<file path="src/rtl/hci_system_pkg.sv">
// Shared definitions for the HCI config path: register map, STATUS layout and bank FSM states.
package hci_system_pkg;

    localparam int unsigned MAX_N_DATAMOVERS = 4;
    localparam int unsigned ID_PERIPH        = 8;
    localparam int unsigned PERIPH_SEL_WIDTH = $clog2(MAX_N_DATAMOVERS);

    // Register word indices within a bank (byte offset = index * 4).
    localparam int unsigned REG_TRIGGER    = 0;
    localparam int unsigned REG_STATUS     = 1;
    localparam int unsigned REG_SOFT_CLEAR = 2;
    localparam int unsigned REG_DONE_CNT   = 3;
    localparam int unsigned REG_CFG0       = 4;

    typedef struct packed {
        logic [29:0] rsvd;
        logic        err;
        logic        busy;
    } status_t;

    typedef enum logic {
        IDLE,
        RUNNING
    } bank_state_e;

endpackage

</file>
<file path="src/rtl/hci_periph_ctrl_bank.sv">
// One datamover register bank: job FSM, start pulse, sticky error, done counter and config regs.
module hci_periph_ctrl_bank
    import hci_system_pkg::*;
#(
    parameter int unsigned N_REGS = 16
) (
    input  logic                         clk_i,
    input  logic                         rst_i,
    input  logic                         trig_i,
    input  logic                         clr_i,
    input  logic                         cfg_we_i,
    input  logic [$clog2(N_REGS)-1:0]    cfg_idx_i,
    input  logic [3:0]                   be_i,
    input  logic [31:0]                  wdata_i,
    input  logic                         done_i,
    output logic                         start_o,
    output logic                         busy_o,
    output logic                         err_o,
    output logic [7:0]                   done_cnt_o,
    output logic [(N_REGS-4)*32-1:0]     cfg_o
);

    bank_state_e                  state_q;
    logic                         start_q;
    logic                         err_q;
    logic [7:0]                   cnt_q;
    logic [(N_REGS-4)*32-1:0]     cfg_q;

    always_ff @(posedge clk_i or posedge rst_i) begin
        if (rst_i) begin
            state_q <= IDLE;
            start_q <= 1'b0;
            err_q   <= 1'b0;
            cnt_q   <= 8'd0;
            cfg_q   <= '0;
        end else begin
            start_q <= 1'b0;
            if (clr_i) begin
                // Soft clear overrides a coincident done_i.
                state_q <= IDLE;
                err_q   <= 1'b0;
                cnt_q   <= 8'd0;
                cfg_q   <= '0;
            end else begin
                case (state_q)
                    IDLE: begin
                        if (trig_i) begin
                            state_q <= RUNNING;
                            start_q <= 1'b1;
                        end
                    end
                    RUNNING: begin
                        if (done_i) begin
                            state_q <= IDLE;
                            cnt_q   <= cnt_q + 8'd1;
                        end
                        if (trig_i) err_q <= 1'b1;
                    end
                    default: state_q <= IDLE;
                endcase
                if (cfg_we_i) begin
                    if (state_q == RUNNING) begin
                        err_q <= 1'b1;
                    end else begin
                        for (int b = 0; b < 4; b++) begin
                            if (be_i[b]) begin
                                cfg_q[(int'(cfg_idx_i) - 4) * 32 + 8 * b +: 8] <= wdata_i[8 * b +: 8];
                            end
                        end
                    end
                end
            end
        end
    end

    assign start_o    = start_q;
    assign busy_o     = (state_q == RUNNING);
    assign err_o      = err_q;
    assign done_cnt_o = cnt_q;
    assign cfg_o      = cfg_q;

endmodule

</file>
<file path="src/rtl/hci_periph_ctrl_slave.sv">
// Peripheral-bus config target: decodes word accesses into per-datamover banks and returns
// registered responses one cycle after each grant.
module hci_periph_ctrl_slave
    import hci_system_pkg::*;
#(
    parameter int unsigned N_DATAMOVERS = MAX_N_DATAMOVERS,
    parameter int unsigned N_REGS       = 16,
    parameter int unsigned ID_WIDTH     = ID_PERIPH,
    parameter logic [31:0] BASE_ADDR    = 32'h0000_0000
) (
    input  logic                                  clk_i,
    input  logic                                  rst_i,
    input  logic                                  req_i,
    output logic                                  gnt_o,
    input  logic [31:0]                           add_i,
    input  logic                                  wen_i,
    input  logic [3:0]                            be_i,
    input  logic [31:0]                           data_i,
    input  logic [ID_WIDTH-1:0]                   id_i,
    output logic [31:0]                           r_data_o,
    output logic                                  r_valid_o,
    output logic [ID_WIDTH-1:0]                   r_id_o,
    output logic [N_DATAMOVERS-1:0]               start_o,
    output logic [N_DATAMOVERS-1:0]               busy_o,
    input  logic [N_DATAMOVERS-1:0]               done_i,
    output logic [N_DATAMOVERS*(N_REGS-4)*32-1:0] cfg_o
);

    localparam int unsigned RegW       = $clog2(N_REGS);
    localparam int unsigned NCfg       = N_REGS - 4;
    localparam logic [31:0] RangeBytes = 32'(N_DATAMOVERS * N_REGS * 4);

    logic [31:0]                 off;
    logic [RegW-1:0]             reg_idx;
    logic [PERIPH_SEL_WIDTH-1:0] bank_idx;
    logic                        in_range;
    logic                        wr_acc;

    assign off      = add_i - BASE_ADDR;
    assign reg_idx  = off[2 +: RegW];
    assign bank_idx = off[2 + RegW +: PERIPH_SEL_WIDTH];
    assign in_range = (off < RangeBytes);
    assign wr_acc   = req_i && !wen_i && in_range;
    assign gnt_o    = req_i;

    logic [N_DATAMOVERS-1:0] err;
    logic [7:0]              cnt [N_DATAMOVERS];

    for (genvar i = 0; i < N_DATAMOVERS; i++) begin : g_bank
        logic sel;
        assign sel = wr_acc && (32'(bank_idx) == i);

        hci_periph_ctrl_bank #(
            .N_REGS(N_REGS)
        ) u_bank (
            .clk_i      (clk_i),
            .rst_i      (rst_i),
            .trig_i     (sel && (32'(reg_idx) == REG_TRIGGER)),
            .clr_i      (sel && (32'(reg_idx) == REG_SOFT_CLEAR)),
            .cfg_we_i   (sel && (32'(reg_idx) >= REG_CFG0)),
            .cfg_idx_i  (reg_idx),
            .be_i       (be_i),
            .wdata_i    (data_i),
            .done_i     (done_i[i]),
            .start_o    (start_o[i]),
            .busy_o     (busy_o[i]),
            .err_o      (err[i]),
            .done_cnt_o (cnt[i]),
            .cfg_o      (cfg_o[i * NCfg * 32 +: NCfg * 32])
        );
    end

    logic [31:0]        rdata;
    logic               sel_busy;
    logic               sel_err;
    logic [7:0]         sel_cnt;
    logic [NCfg*32-1:0] sel_cfg;
    status_t            status;

    always_comb begin
        sel_busy = 1'b0;
        sel_err  = 1'b0;
        sel_cnt  = 8'd0;
        sel_cfg  = '0;
        for (int unsigned i = 0; i < N_DATAMOVERS; i++) begin
            if (32'(bank_idx) == i) begin
                sel_busy = busy_o[i];
                sel_err  = err[i];
                sel_cnt  = cnt[i];
                sel_cfg  = cfg_o[i * NCfg * 32 +: NCfg * 32];
            end
        end
        status      = '0;
        status.busy = sel_busy;
        status.err  = sel_err;
        rdata       = 32'd0;
        if (in_range) begin
            if (32'(reg_idx) == REG_STATUS) begin
                rdata = status;
            end else if (32'(reg_idx) == REG_DONE_CNT) begin
                rdata = {24'd0, sel_cnt};
            end else if (32'(reg_idx) >= REG_CFG0) begin
                rdata = sel_cfg[(32'(reg_idx) - REG_CFG0) * 32 +: 32];
            end
        end
    end

    logic                r_valid_q;
    logic [ID_WIDTH-1:0] r_id_q;
    logic [31:0]         r_data_q;

    always_ff @(posedge clk_i or posedge rst_i) begin
        if (rst_i) begin
            r_valid_q <= 1'b0;
            r_id_q    <= '0;
            r_data_q  <= 32'd0;
        end else begin
            r_valid_q <= req_i;
            if (req_i) begin
                r_id_q   <= id_i;
                r_data_q <= wen_i ? rdata : 32'd0;
            end
        end
    end

    assign r_valid_o = r_valid_q;
    assign r_id_o    = r_id_q;
    assign r_data_o  = r_data_q;

endmodule
</file>
<file path="config.mk">
export PLATFORM = sky130hd
export DESIGN_NAME = hci_periph_ctrl_slave
export DESIGN_NICKNAME = d
export VERILOG_FILES = /design/src/rtl/hci_system_pkg.sv /design/src/rtl/hci_periph_ctrl_bank.sv /design/src/rtl/hci_periph_ctrl_slave.sv
export SDC_FILE = /design/constraint.sdc
export NUM_CORES = 2
export LEC_CHECK = 0
export CORE_AREA = 2 2 648 650
export DETAILED_ROUTE_END_ITERATION = 7
export DIE_AREA = 0 0 650 652
export PLACE_DENSITY_LB_ADDON = 0.15
export SKIP_CTS_REPAIR_TIMING = 1
export SLEW_MARGIN = 0
export SYNTH_ARGS = -nofsm -noshare
export SYNTH_HDL_FRONTEND = slang
export SYNTH_SLANG_ARGS = --single-unit
export TNS_END_PERCENT = 100
</file>
<file path="constraint.sdc">
create_clock -name clk_i -period 100.9 [get_ports clk_i]
set_input_delay 30.27 -clock clk_i [delete_from_list [all_inputs] [get_ports clk_i]]
set_output_delay 30.27 -clock clk_i [all_outputs]
set_load 0.005 [all_outputs]
</file>
Yosys cells after proc, flatten, opt, wreduce, memory -nomap -nowiden:

Index checks and enable logic that the tools add are counted.

* bits of input ports: 84
* word-level logic and storage cells: 259
* bits in registers: 1621

* reduce and logical (&&, ||, !) cells: 41
* muxes and demuxes: 157
* bitwise logic cells: 4
* order comparisons: 2
* $add $sub $neg: 13
* shift-type cells: 9
* equality and inequality tests: 10

Operator list (count)
* $mux 384: 68
* $bwmux 384: 16
* $shift 8x33->384 const A: 4
* $shiftx 8x33->384: 4
* $shiftx 384x33->32: 1
* $mux 32: 5
* $neg 32->33: 4
* $mux 8: 16
* $add 32x6->32 const B: 2
* $mux 1: 48
* $add 32x5->32 const B: 1
* $add 8x1->8 const B: 4
* $lt 32x9->1 const B: 1
* $reduce_bool 2->1: 12
* $logic_and 1x1->1: 18
* $reduce_and 2->1: 8
* $sub 4x3->5 const B: 2
* $eq 4x2->1 const B: 2
* $ne 2x1->1 const B: 4
* $pmux 1 s2: 4
* $eq 2x2->1 const B: 2
* $eq 4x1->1 const B: 1
* $ge 4x3->1 const B: 1
* $logic_not 4->1: 1
* 4 further kinds: 7

Depth between registers and ports, before layout:

* depth in word-level cells: 23
* mapped depth: 19
* mapped depth without buffers: 12

Hierarchy:

From an unflattened synthesis, not the netlist that was laid out.

* cell total of the unflattened synthesis: 7854
* area total of the unflattened synthesis: 82359.0 µm²

By module, submodules not included
* hci_periph_ctrl_bank at g_bank[0].u_bank: instances 1, cells each 1580, area an instance 16931.2 µm²
* hci_periph_ctrl_bank at g_bank[2].u_bank: instances 1, cells each 1609, area an instance 16872.4 µm²
* hci_periph_ctrl_bank at g_bank[3].u_bank: instances 1, cells each 1543, area an instance 16550.9 µm²
* hci_periph_ctrl_bank at g_bank[1].u_bank: instances 1, cells each 1375, area an instance 16504.6 µm²
* hci_periph_ctrl_slave: instances 1, cells each 1747, area an instance 15499.9 µm²

Worst setup path after synthesis:

OpenSTA, ideal clock, no wires.

* path kind: input to output
* from: input port req_i
* to: output port gnt_o
* path buffers: 1
* data required time: 70.630 ns
* data arrival time: 30.381 ns
* cell stages on the path: 1
* path slack: 40.249 ns
* path through: buf_4

RTL lines
* start, declared: RTL line hci_periph_ctrl_slave.sv:13 `input logic req_i,`
* end, declared: RTL line hci_periph_ctrl_slave.sv:14 `output logic gnt_o,`

No word-level cell between the ends.

Final worst setup path:

* from: input port req_i
* to: output port gnt_o

No word-level cell between the ends.

==> results.md <==
* Share of the synthesized area in the top cell type at 0.5057
* Final nets at approximately 9400
* Clock net sink count at approximately 1600
* Final instance area at roughly 0.11 mm^2
* Crit Reg-Reg Startpoint: g_bank[1].u_bank.busy_o$_DFF_PP0_
* Dpl hpwl at just under 500000 um
* Post-synthesis net count at approximately 8000
* Maxcap violations at 0
* Mapped cell area at roughly 0.080 mm^2
* Status: finished with violations
* Final setup TNS at 0 ps
* Die area at between 0.4 and 0.5 mm^2
* Buf+Inv Stages, Crit Path at 2
* Worst hold slack at roughly 510 ps
* VDD IR-drop max at 14.63 uV
* Syn Area/Cell at 10.21 um^2
* Later-pin clock latency in the skew report at approximately 960 ps
* Die height at between 600 and 700 um
* Worst Setup SP: req_i
* Unrepaired setup endpoints after global routing: no
* Critical-path top delay cell: clkdlybuf4s50_1
* Post-synth cell types at 94
* CORE AREA at around 0.42 mm^2
* Core Rows at approximately 240
* Largest net degree at the start of global routing at 179
* Routability cong. at around 0.9
* R2r setup slk at 96680 ps
* DRC at 0
* Synth top area cells: dfrtp_1 (51%), mux2i_1 (10%), o21ai_0 (4.9%)
* Yosys reg bits at 1621
* Crit path cell chain: buf_4, clkdlybuf4s50_1
* Cell leakage power at 46.84 nW
* Htree depth at 4
* Vias at 77670
* CTS tree: yes
* Failing checks: max-slew violations
* Max Slew Vio Count at 44
* Fmax at 16.32 MHz
* Area delta synth->final at 37.21%
* CTS buffer count at 211
* Hold path startpoint: r_id_o[2]$_DFFE_PP0P_
* Starting Density at 0.1928
* CTS Buffer Depth at 4
* EDFF count, synth at 0
* Min cycle time layout at slightly above 60000 ps
* Reg-to-reg endpoint: g_bank[1].u_bank.cfg_o[0]$_DFFE_PP0P_
* Fin util at 0.2646
* Period utilisation layout at 0.6073
* CTS root buf: clkbuf_16
* Hold EP: r_id_o[2]$_DFFE_PP0P_
* Filler cell count at roughly 44000
* Gr usage total at 0.2901
* Critical path type: input port to output port
* Worst reg2reg path depth at 7
* Crit path DAT at 31000 ps
* Num ports at 1670
* Worst-path clk slew at 50 ps
* Worst relative slew slack at -0.08827
* Cells after synthesis at ~7900
* FFs w/ async S/R, synth at 1.000
* Fin. Hold Viols at 0
* Critical path launch point type: input port
* IO buf count at about 1700
* WL/cell at around 43 um
* Sequential share of the synthesized area at 0.5057
* Antenna violations before repair at ~100
* Total Wirelength at between 600000 and 700000 um
* WHS Path Cells at 1
* Setup Skew at 48.45 ps
* Top cell type by total area after synthesis: dfrtp_1
* Worst stage delay on the critical path at about 540 ps
* First-pass GRT wire length at 817200 um
* Setup violators final at 0
* Drt first pass iters at 7
* Top Family by Delay on Critical Path: buffers and inverters
* Vias/cell at 5.175
* Hold crit path type: flip-flop to flip-flop
* Vias in the first global route at roughly 74000
* Synth warn at 0
* Critical-path maximum fanout at 6
* Initial DRC count at between 9000 and 10000
* Width of the die at 650 um
* Worst-margin pin slew at 1632 ps
* Power per Cell Area at roughly 14 mW/mm^2
* Main synth FF type: dfrtp_1
* Remaining global-route overflow at 0
* Antenna-violating nets left at 0
* Share of cells above drive strength 1 at 0.1128
* Worst Path Required at around 71000 ps
* Worst setup EP type: output port
* Area after DPL at about 0.10 mm^2
==> stage by stage <==
stage | setup slack (ps) | instances | power, mW
finish | 39630 | 15010 | 1.537
global route | 39620 | 14980 | 1.575
CTS | 39620 | 14980 | 1.550
detailed placement | 39620 | 14610 | 0.7846
global placement | 39630 | 14610 | 0.7844
floorplan | 24890 | 7860 | 0.7163
==> area by class of cell <==
| cell class | count | area (um^2) | share of cell area |
|---|---|---|---|
| flip-flops and latches | 1621 | 40560 | 0.3685 |
| well taps | 5497 | 6878 | 0.06249 |
| clock buffers | 320 | 6080 | 0.05524 |
| repair buffers | 1928 | 18750 | 0.1703 |
| clock inverters | 52 | 550.5 | 0.005002 |
| inverters | 30 | 126.4 | 0.001148 |
| diodes | 30 | 75.07 | 0.0006821 |
| multi-input cells | 5530 | 37050 | 0.3366 |
==> where the power goes <==
part / total (mW) / internal (mW) / leakage [nW] / switching, mW
sequential: 0.651 / 0.651 / 22.6 / 0.000301
combinational: 0.122 / 0.0227 / 21.0 / 0.0997
clock: 0.763 / 0.427 / 3.24 / 0.336
==> cell families (layout without fill, tap and decap cells) <==
group,count (synthesis),in the layout,synth area share
and+or+nand+nor,2520,2520,0.1483
other,0,30,0
muxes,1077,1077,0.1558
buffers and inverters,709,2330,0.03815
xor gates and xnor gates,30,30,0.003603
DFF,1621,1621,0.5057
AOI/OAI and AO/OA,1889,1889,0.1463
adders and majority gates,14,14,0.002277
==> synth_stat cells (30+ instances only) <==
cell type and count:
clkbuf_1 401, o2bb2ai_1 113, buf_2 147, dfrtp_1 1621, nor3_1 35, buf_1 85, o21ai_0 786, nand3_1 630
mux2i_1 813, a22oi_1 41, a211oi_1 38, a22o_1 195, o22ai_1 44, nor2b_1 41, nor2_1 798, and2_1 58
nor3_4 34, mux4_2 123, mux2_2 141, buf_4 37, a21oi_1 370, and3_1 30, nand4_1 39, o21ai_1 59
nand2_1 729
==> routing by layer <==
layer | GRT usage | part of all wire | vias up
met5 | 0 | 0.00012 | -
met4 | 0.1204 | 0.050 | 12
met3 | 0.07560 | 0.086 | 780
met2 | 0.4439 | 0.44 | 4414
met1 | 0.3866 | 0.42 | 41080
li1 | - | - | 31390
==> flip-flops by register name, indices dropped and copies added (netlist names) <==
register,flops
r_id_o,8
g_bank.u_bank.done_cnt_o,32
r_valid_o,1
g_bank.u_bank.start_o,4
g_bank.u_bank.err_o,4
r_data_o,32
g_bank.u_bank.cfg_o,1536
g_bank.u_bank.busy_o,4
==> layout by cell type, fill, tap and decap left out, types with 70 or more instances in the layout <==
cell and instances:
nand3_1 625, clkbuf_1 70, a21oi_1 368, dfrtp_1 1621, mux2_2 141, a22o_1 195, o21ai_0 785, mux2i_1 813
clkdlybuf4s50_1 1659, buf_4 254, clkbuf_16 211, nand2_1 719, o2bb2ai_1 113, nor2_1 787, mux4_2 123
==> worst max-delay path by stage <==
stage	depth (start not counted)	endpoint
after floorplan	1	g_bank[0].u_bank.busy_o$_DFF_PP0_
after global placement	2	gnt_o
after detailed placement	2	gnt_o
after CTS	2	gnt_o
after global routing	2	gnt_o
final	2	gnt_o
No activity file was read; power rests on OpenSTA's default activity.
